==> config.mk <==
export PLATFORM = sky130hd
export DESIGN_NAME = sgdmac_wr_slave
export DESIGN_NICKNAME = d
export VERILOG_FILES = /design/src/rtl/sgdmac_wr_slave.sv
export SDC_FILE = /design/constraint.sdc
export NUM_CORES = 1
export LEC_CHECK = 0
export BUFFER_PORTS_ARGS = -buffer_cell sky130_fd_sc_hd__buf_2
export CAP_MARGIN = 15
export CELL_PAD_IN_SITES_DETAIL_PLACEMENT = 0
export CELL_PAD_IN_SITES_GLOBAL_PLACEMENT = 1
export CORE_MARGIN = 2
export CORE_UTILIZATION = 33
export CTS_CLUSTER_DIAMETER = 40
export DETAILED_ROUTE_END_ITERATION = 16
export PLACE_DENSITY = 0.81
export SETUP_SLACK_MARGIN = 0.3
export SLEW_MARGIN = 20
export SYNTH_ARGS = -nofsm -noshare
export SYNTH_HDL_FRONTEND = slang
export SYNTH_SLANG_ARGS = --single-unit
==> constraint.sdc <==
create_clock -name clk -period 4.45 [get_ports clk]
set_clock_uncertainty 0.1 [all_clocks]
set_input_delay 0.89 -clock clk [delete_from_list [all_inputs] [get_ports clk]]
set_output_delay 0.89 -clock clk [all_outputs]
set_load 0.01 [all_outputs]
==> src/rtl/sgdmac_wr_slave.sv <==
// AXI3 write slave for the scatter-gather DMA controller: accepts one burst at a
// time and turns each accepted W beat into a single-cycle write on a simple memory port.
module sgdmac_wr_slave #(
    parameter logic [31:0] ADDR_BASE = 32'h0000_0000,
    parameter logic [31:0] ADDR_SIZE = 32'h0000_1000
) (
    input  logic        clk,
    input  logic        rst,

    input  logic [3:0]  awid_i,
    input  logic [31:0] awaddr_i,
    input  logic [3:0]  awlen_i,
    input  logic [2:0]  awsize_i,
    input  logic [1:0]  awburst_i,
    input  logic        awvalid_i,
    output logic        awready_o,

    input  logic [3:0]  wid_i,
    input  logic [31:0] wdata_i,
    input  logic [3:0]  wstrb_i,
    input  logic        wlast_i,
    input  logic        wvalid_i,
    output logic        wready_o,

    output logic [3:0]  bid_o,
    output logic [1:0]  bresp_o,
    output logic        bvalid_o,
    input  logic        bready_i,

    output logic        mem_wren_o,
    output logic [31:0] mem_addr_o,
    output logic [31:0] mem_wdata_o,
    output logic [3:0]  mem_wstrb_o,
    input  logic        mem_ready_i
);

    typedef enum logic [1:0] {
        IDLE = 2'd0,
        DATA = 2'd1,
        RESP = 2'd2
    } state_t;

    localparam logic [1:0] BURST_INCR = 2'b01;
    localparam logic [2:0] SIZE_WORD  = 3'b010;
    localparam logic [1:0] RESP_OKAY  = 2'b00;
    localparam logic [1:0] RESP_SLV   = 2'b10;
    localparam logic [1:0] RESP_DEC   = 2'b11;

    state_t      state;
    state_t      state_next;
    logic        awready_q;

    logic [3:0]  id_q;
    logic [29:0] addr_q;
    logic [3:0]  cnt_q;
    logic [2:0]  size_q;
    logic [1:0]  burst_q;
    logic        dec_err_q;
    logic        slv_err_q;

    logic        aw_hs;
    logic        w_beat;
    logic        last_beat;
    logic [31:0] cur_addr;
    logic [31:0] offset;
    logic        in_range;
    logic        burst_bad;
    logic        proto_bad;
    logic        unused_addr_lsb;

    assign unused_addr_lsb = ^awaddr_i[1:0];

    assign aw_hs     = (state == IDLE) && awready_q && awvalid_i;
    assign w_beat    = (state == DATA) && wvalid_i && mem_ready_i;
    assign last_beat = (cnt_q == 4'd0);
    assign cur_addr  = {addr_q, 2'b00};
    // Unsigned wrap makes addresses below the base look huge, so one compare covers both bounds.
    assign offset    = cur_addr - ADDR_BASE;
    assign in_range  = (offset < ADDR_SIZE);
    assign burst_bad = (size_q != SIZE_WORD) || burst_q[1];
    assign proto_bad = (wlast_i != last_beat) || (wid_i != id_q);

    always_ff @(posedge clk or posedge rst) begin
        if (rst) begin
            state     <= IDLE;
            awready_q <= 1'b0;
        end else begin
            state     <= state_next;
            awready_q <= (state_next == IDLE);
        end
    end

    always_comb begin
        state_next = state;
        case (state)
            IDLE: if (aw_hs) state_next = DATA;
            DATA: if (w_beat && last_beat) state_next = RESP;
            RESP: if (bready_i) state_next = IDLE;
            default: state_next = IDLE;
        endcase
    end

    always_ff @(posedge clk or posedge rst) begin
        if (rst) begin
            id_q      <= 4'd0;
            addr_q    <= 30'd0;
            cnt_q     <= 4'd0;
            size_q    <= 3'd0;
            burst_q   <= 2'd0;
            dec_err_q <= 1'b0;
            slv_err_q <= 1'b0;
        end else if (aw_hs) begin
            id_q      <= awid_i;
            addr_q    <= awaddr_i[31:2];
            cnt_q     <= awlen_i;
            size_q    <= awsize_i;
            burst_q   <= awburst_i;
            dec_err_q <= 1'b0;
            slv_err_q <= 1'b0;
        end else if (w_beat) begin
            cnt_q <= cnt_q - 4'd1;
            if (burst_q == BURST_INCR) begin
                addr_q <= addr_q + 30'd1;
            end
            if (!in_range) begin
                dec_err_q <= 1'b1;
            end
            if (proto_bad) begin
                slv_err_q <= 1'b1;
            end
        end
    end

    always_comb begin
        awready_o   = awready_q;
        wready_o    = (state == DATA) && mem_ready_i;
        bvalid_o    = (state == RESP);
        bid_o       = 4'd0;
        bresp_o     = RESP_OKAY;
        mem_wren_o  = w_beat && in_range && !burst_bad;
        mem_addr_o  = offset;
        mem_wdata_o = wdata_i;
        mem_wstrb_o = wstrb_i;
        if (state == RESP) begin
            bid_o = id_q;
            if (dec_err_q) begin
                bresp_o = RESP_DEC;
            end else if (slv_err_q || burst_bad) begin
                bresp_o = RESP_SLV;
            end
        end
    end

endmodule

After elaboration in Yosys (flattened, before gate mapping):

Index checks and enable logic that the tools add are counted.

* input bits: 92
* register bits: 48
* output and inout port bits: 78
* word-level logic and storage cells: 59

* reductions and logical operators: 21
* equality and inequality tests: 7
* $lt $le $gt $ge: 1
* multiplexer cells: 19
* $add $sub $neg: 2

Operators with widths (count)
* $mux W30: 3
* $lt A32 B13 Y1 const B: 1
* $add A30 B1 Y30 const B: 1
* $mux W2: 6
* $mux W4: 3
* $logic_and A1 B1 Y1: 8
* $mux W1: 6
* $pmux W2 S3: 1
* $reduce_and A2 Y1: 3
* $reduce_bool A2 Y1: 3
* $eq A2 B1 Y1 const B: 2
* $logic_not A2 Y1: 2
* $logic_not A4 Y1: 1
* $ne A4 B4 Y1: 1
* $sub A4 B1 Y4 const B: 1
* $logic_or A1 B1 Y1: 3
* $ne A3 B2 Y1 const B: 1
* $eq A2 B2 Y1 const B: 1
* $ne A2 B2 Y1 const B: 1
* $logic_not A1 Y1: 1
* $ne A1 B1 Y1: 1

Depth between registers and ports, before layout:

* depth after elaboration: 7
* mapped depth: 7
* gate-level depth less buffers: 7

Least setup slack after synthesis:

Ideal clock, no wire load.

* path type: input-to-output
* from: input mem_ready_i
* to: output mem_wren_o
* required time: 3460 ps
* data arrival time: 1464 ps
* stages: 3
* slack: 1996 ps
* buffers on the path: 1
* cells stage by stage: and4b_1 -> clkbuf_1 -> and3_1

* cells in the longest elaborated chain, start to end: 3

RTL lines
* start: declaration: line 34 `input logic mem_ready_i`
* $logic_and A1 B1 Y1: line 74 `assign w_beat = (state == DATA) && wvalid_i && mem_ready_i;`
* $logic_and A1 B1 Y1 (2 in series): line 140 `mem_wren_o = w_beat && in_range && !burst_bad;`
* end: declaration: line 30 `output logic mem_wren_o,`

Every way passes these cells.

Worst setup path in the final report:

* from: register addr_q[12]
* to: output mem_wren_o

* cells in the longest elaborated chain, start to end: 3

RTL lines
* start: declaration: line 54 `logic [29:0] addr_q;`
* start signal: assignment: line 114 `addr_q <= awaddr_i[31:2];`
* start signal: assignment: line 123 `addr_q <= addr_q + 30'd1;`
* $lt A32 B13 Y1: line 79 `assign in_range = (offset < ADDR_SIZE);`
* $logic_and A1 B1 Y1 (2 in series): line 140

Every way passes these cells.

==> flow_metrics.py <==
metrics = {
    "run_status": {
        "outcome": "finished, final reports clean",
    },
    "critical_path": {
        "cp-start-kind": "flop",
        "worst_path_max_delay_cell": "dfrtp_1",
        "crit_type": "flop to output port",
        "r2r-end": "addr_q[27]",
        "rr_worst_depth": 5,
        "end_kind": "output port",
        "critPathMaxStageDelay_ns": 0.44,
        "crit_required_ns": 3.46,
        "arrival_ns": 1.76,
        "path_cells": "nor4_1 -> nand3_1 -> nor2_1 -> and3_1 -> buf_2",
        "critPathCapture": "mem_wren_o",
        "reg2reg_slack_ns": 2.13,
        "r2r_start": "state[1]",
        "worst-path-max-fanout": 5,
        "timing.critical_path.from": "addr_q[12]",
    },
    "drt": {
        "firstDrtPassIters": 4,
        "vias": 2477,
        "vias_per_cell": 4.92,
        "ant_nets": 0,
        "detail_route.wl_per_cell_um": 14.3,
        "drcViolationCount": 0,
        "drt_iter0_markers": 60,
        "wirelength_mm": 7.20,
    },
    "pwr": {
        "p_leak_uw": 0.00153,
        "cellPowerDensity_nw_per_um2": 545,
        "vdd_drop_max_mv": 0.233,
    },
    "clock_network": {
        "clk_latency_ns": 0.30,
        "path_clk_slew_ns": 0.09,
        "postCtsSetupBuffers": 0,
        "htreeDepth": 2,
        "cts_tree": "built",
        "cts_buffers": 5,
        "clock-sinks": 48,
        "cts_buffer_depth": 2,
        "ctsHoldBuffers": 0,
        "cts_resized": 0,
        "clk_root_buffer_cell": "clkbuf_8",
    },
    "yosys": {
        "synth_area_sq_um": 2970,
        "yosys_warnings": 0,
        "synth_seq_cells": 48,
        "synth_edf_count": 0,
        "syn_area_per_cell_sq_um": 8.71,
        "netlist_instances": 341,
        "ys_seq_area_frac": 0.405,
        "synth_area_leaders": "dfrtp_1 (40%), buf_4 (9.9%), nand2_1 (8.7%)",
        "synth_top_area_cell": "dfrtp_1",
        "synth_top_cell_area_share": 0.405,
        "synth_flop_cell": "dfrtp_1",
        "synth_cell_type_count": 40,
        "async_flop_share": 1.00,
    },
    "global_routing": {
        "grt_pass1_wl_mm": 11.9,
        "antenna_found_initial": 1,
        "grt_overflow": 0,
        "grt_max_degree": 49,
        "grt_usage": 0.149,
        "grt_pass1_vias": 2437,
    },
    "worst_hold_path": {
        "whs_path_depth": 2,
        "hold_path_class": "flop to flop",
    },
    "die": {
        "coreArea_sq_um": 8720,
        "die_width_um": 98.9,
        "die_area_sq_um": 9770,
        "dieHeight_um": 98.9,
        "rows": 34,
        "start_util": 0.340,
        "io_pins": 170,
    },
    "timing": {
        "hold_viol_final": 0,
        "grt_setup_unrepaired": "false",
        "fin_crit_sh": 0.618,
        "setup_violations": 0,
        "tightest_slew_ns": 0.871,
        "layout_min_cycle_time_ns": 2.75,
        "max-slew-margin-rel": 0.419,
        "drv_slew": 0,
        "fmax_ghz": 0.363,
        "setup_tns_ns": 0,
        "whs_ns": 0.392,
    },
    "cells_and_area": {
        "nets": 488,
        "final-seq-area_sq_um": 1200,
        "multiInputGateArea_sq_um": 1420,
        "syn_to_final_growth_pct": 12.8,
        "nFillCells": 910,
        "drive_above_1_share": 0.284,
        "final_cell_mix": "buf_2 (93), nand2_1 (69), dfrtp_1 (48)",
        "final_common_cell": "buf_2",
        "diodes": 0,
    },
    "place": {
        "port_buffers": 93,
        "dp_hpwl_mm": 5.24,
        "finalWeightedCongestion": 0.822,
    },
    "job": {
        "maxCapViolCount": 0,
    },
}
==> cell type report <==
type                            count  area share
Clock inverter                      2     0.00299
Clock buffer                        6      0.0247
Multi-Input combinational cell    238       0.423
Timing Repair Buffer               95       0.143
Tap cell                          108      0.0404
Sequential cell                    48       0.359
Inverter                            6     0.00710
==> worst max-delay path: cells and delay by family, from the launching register on <==
| family | cells | cell delay, ns |
|---|---|---|
| and+or+nand+nor | 4 | 0.91 |
| DFF | 1 | 0.44 |
| buffers and inverters | 1 | 0.13 |
==> cell usage after synthesis (2+ instances only) <==
| cell | number |
|---|---|
| nand2b_1 | 3 |
| a21oi_1 | 4 |
| and3_1 | 5 |
| xor2_1 | 25 |
| nand3_1 | 14 |
| clkbuf_1 | 9 |
| and2_1 | 9 |
| nor2_1 | 15 |
| xnor2_1 | 9 |
| o21ai_1 | 3 |
| nand3b_1 | 2 |
| nand4b_1 | 2 |
| dfrtp_1 | 48 |
| nand2_1 | 69 |
| nor4_1 | 8 |
| ha_1 | 2 |
| nand4_1 | 15 |
| inv_1 | 6 |
| nor4b_1 | 2 |
| o21ai_0 | 28 |
| nor3b_1 | 2 |
| o211ai_1 | 5 |
| buf_4 | 39 |
==> cell families after synthesis <==
family	count (synthesis)	share of synthesized area
flip-flops	48	0.405
other	1	0.00126
AND/OR/NAND/NOR	157	0.285
AO/OA/AOI/OAI	42	0.0767
multiplexers	1	0.00337
buffers and inverters	56	0.121
adder cells (fa/ha/maj)	2	0.00843
XOR/XNOR	34	0.100
==> worst min path at each step <==
stage,from,endpoint
final,size_q[0],size_q[0]
after floorplan,size_q[1],size_q[1]
after CTS,size_q[0],size_q[0]
after global placement,size_q[2],size_q[2]
after global routing,size_q[1],size_q[1]
after detailed placement,size_q[1],size_q[1]
==> sequential cells by signal, summed over array words and instances (netlist names) <==
register   flops
awready_o      1
burst_q        2
id_q           4
size_q         3
state          2
slv_err_q      1
addr_q        30
dec_err_q      1
cnt_q          4
==> power by group <==
part | internal [uW] | switching, uW
Combinational | 307 | 352
Sequential | 632 | 261
Clock | 124 | 147
==> per-stage QoR <==
| step | area, sq um | setup WS, ns | total power [uW] | std cells | util |
|---|---|---|---|---|---|
| after global routing | 3350 | 1.48 | 1980 | 503 | 0.384 |
| after detailed placement | 3250 | 1.61 | 1570 | 495 | 0.373 |
| after CTS | 3350 | 1.66 | 1860 | 503 | 0.384 |
| after floorplan | 2970 | 2.00 | 1310 | 342 | - |
| final | 3350 | 1.70 | 1820 | 503 | 0.384 |
| after global placement | 3250 | 1.67 | 1550 | 495 | 0.373 |
==> per-layer routing <==
metal  global-route usage  part of all wire  up-vias
met2                0.227              0.44       81
met3               0.0433             0.067       12
li1                     -                 -     1226
met1                0.208              0.48     1156
met4               0.0369            0.0081        2
met5                    0            0.0015        -
(Power assumes the default switching activity.)
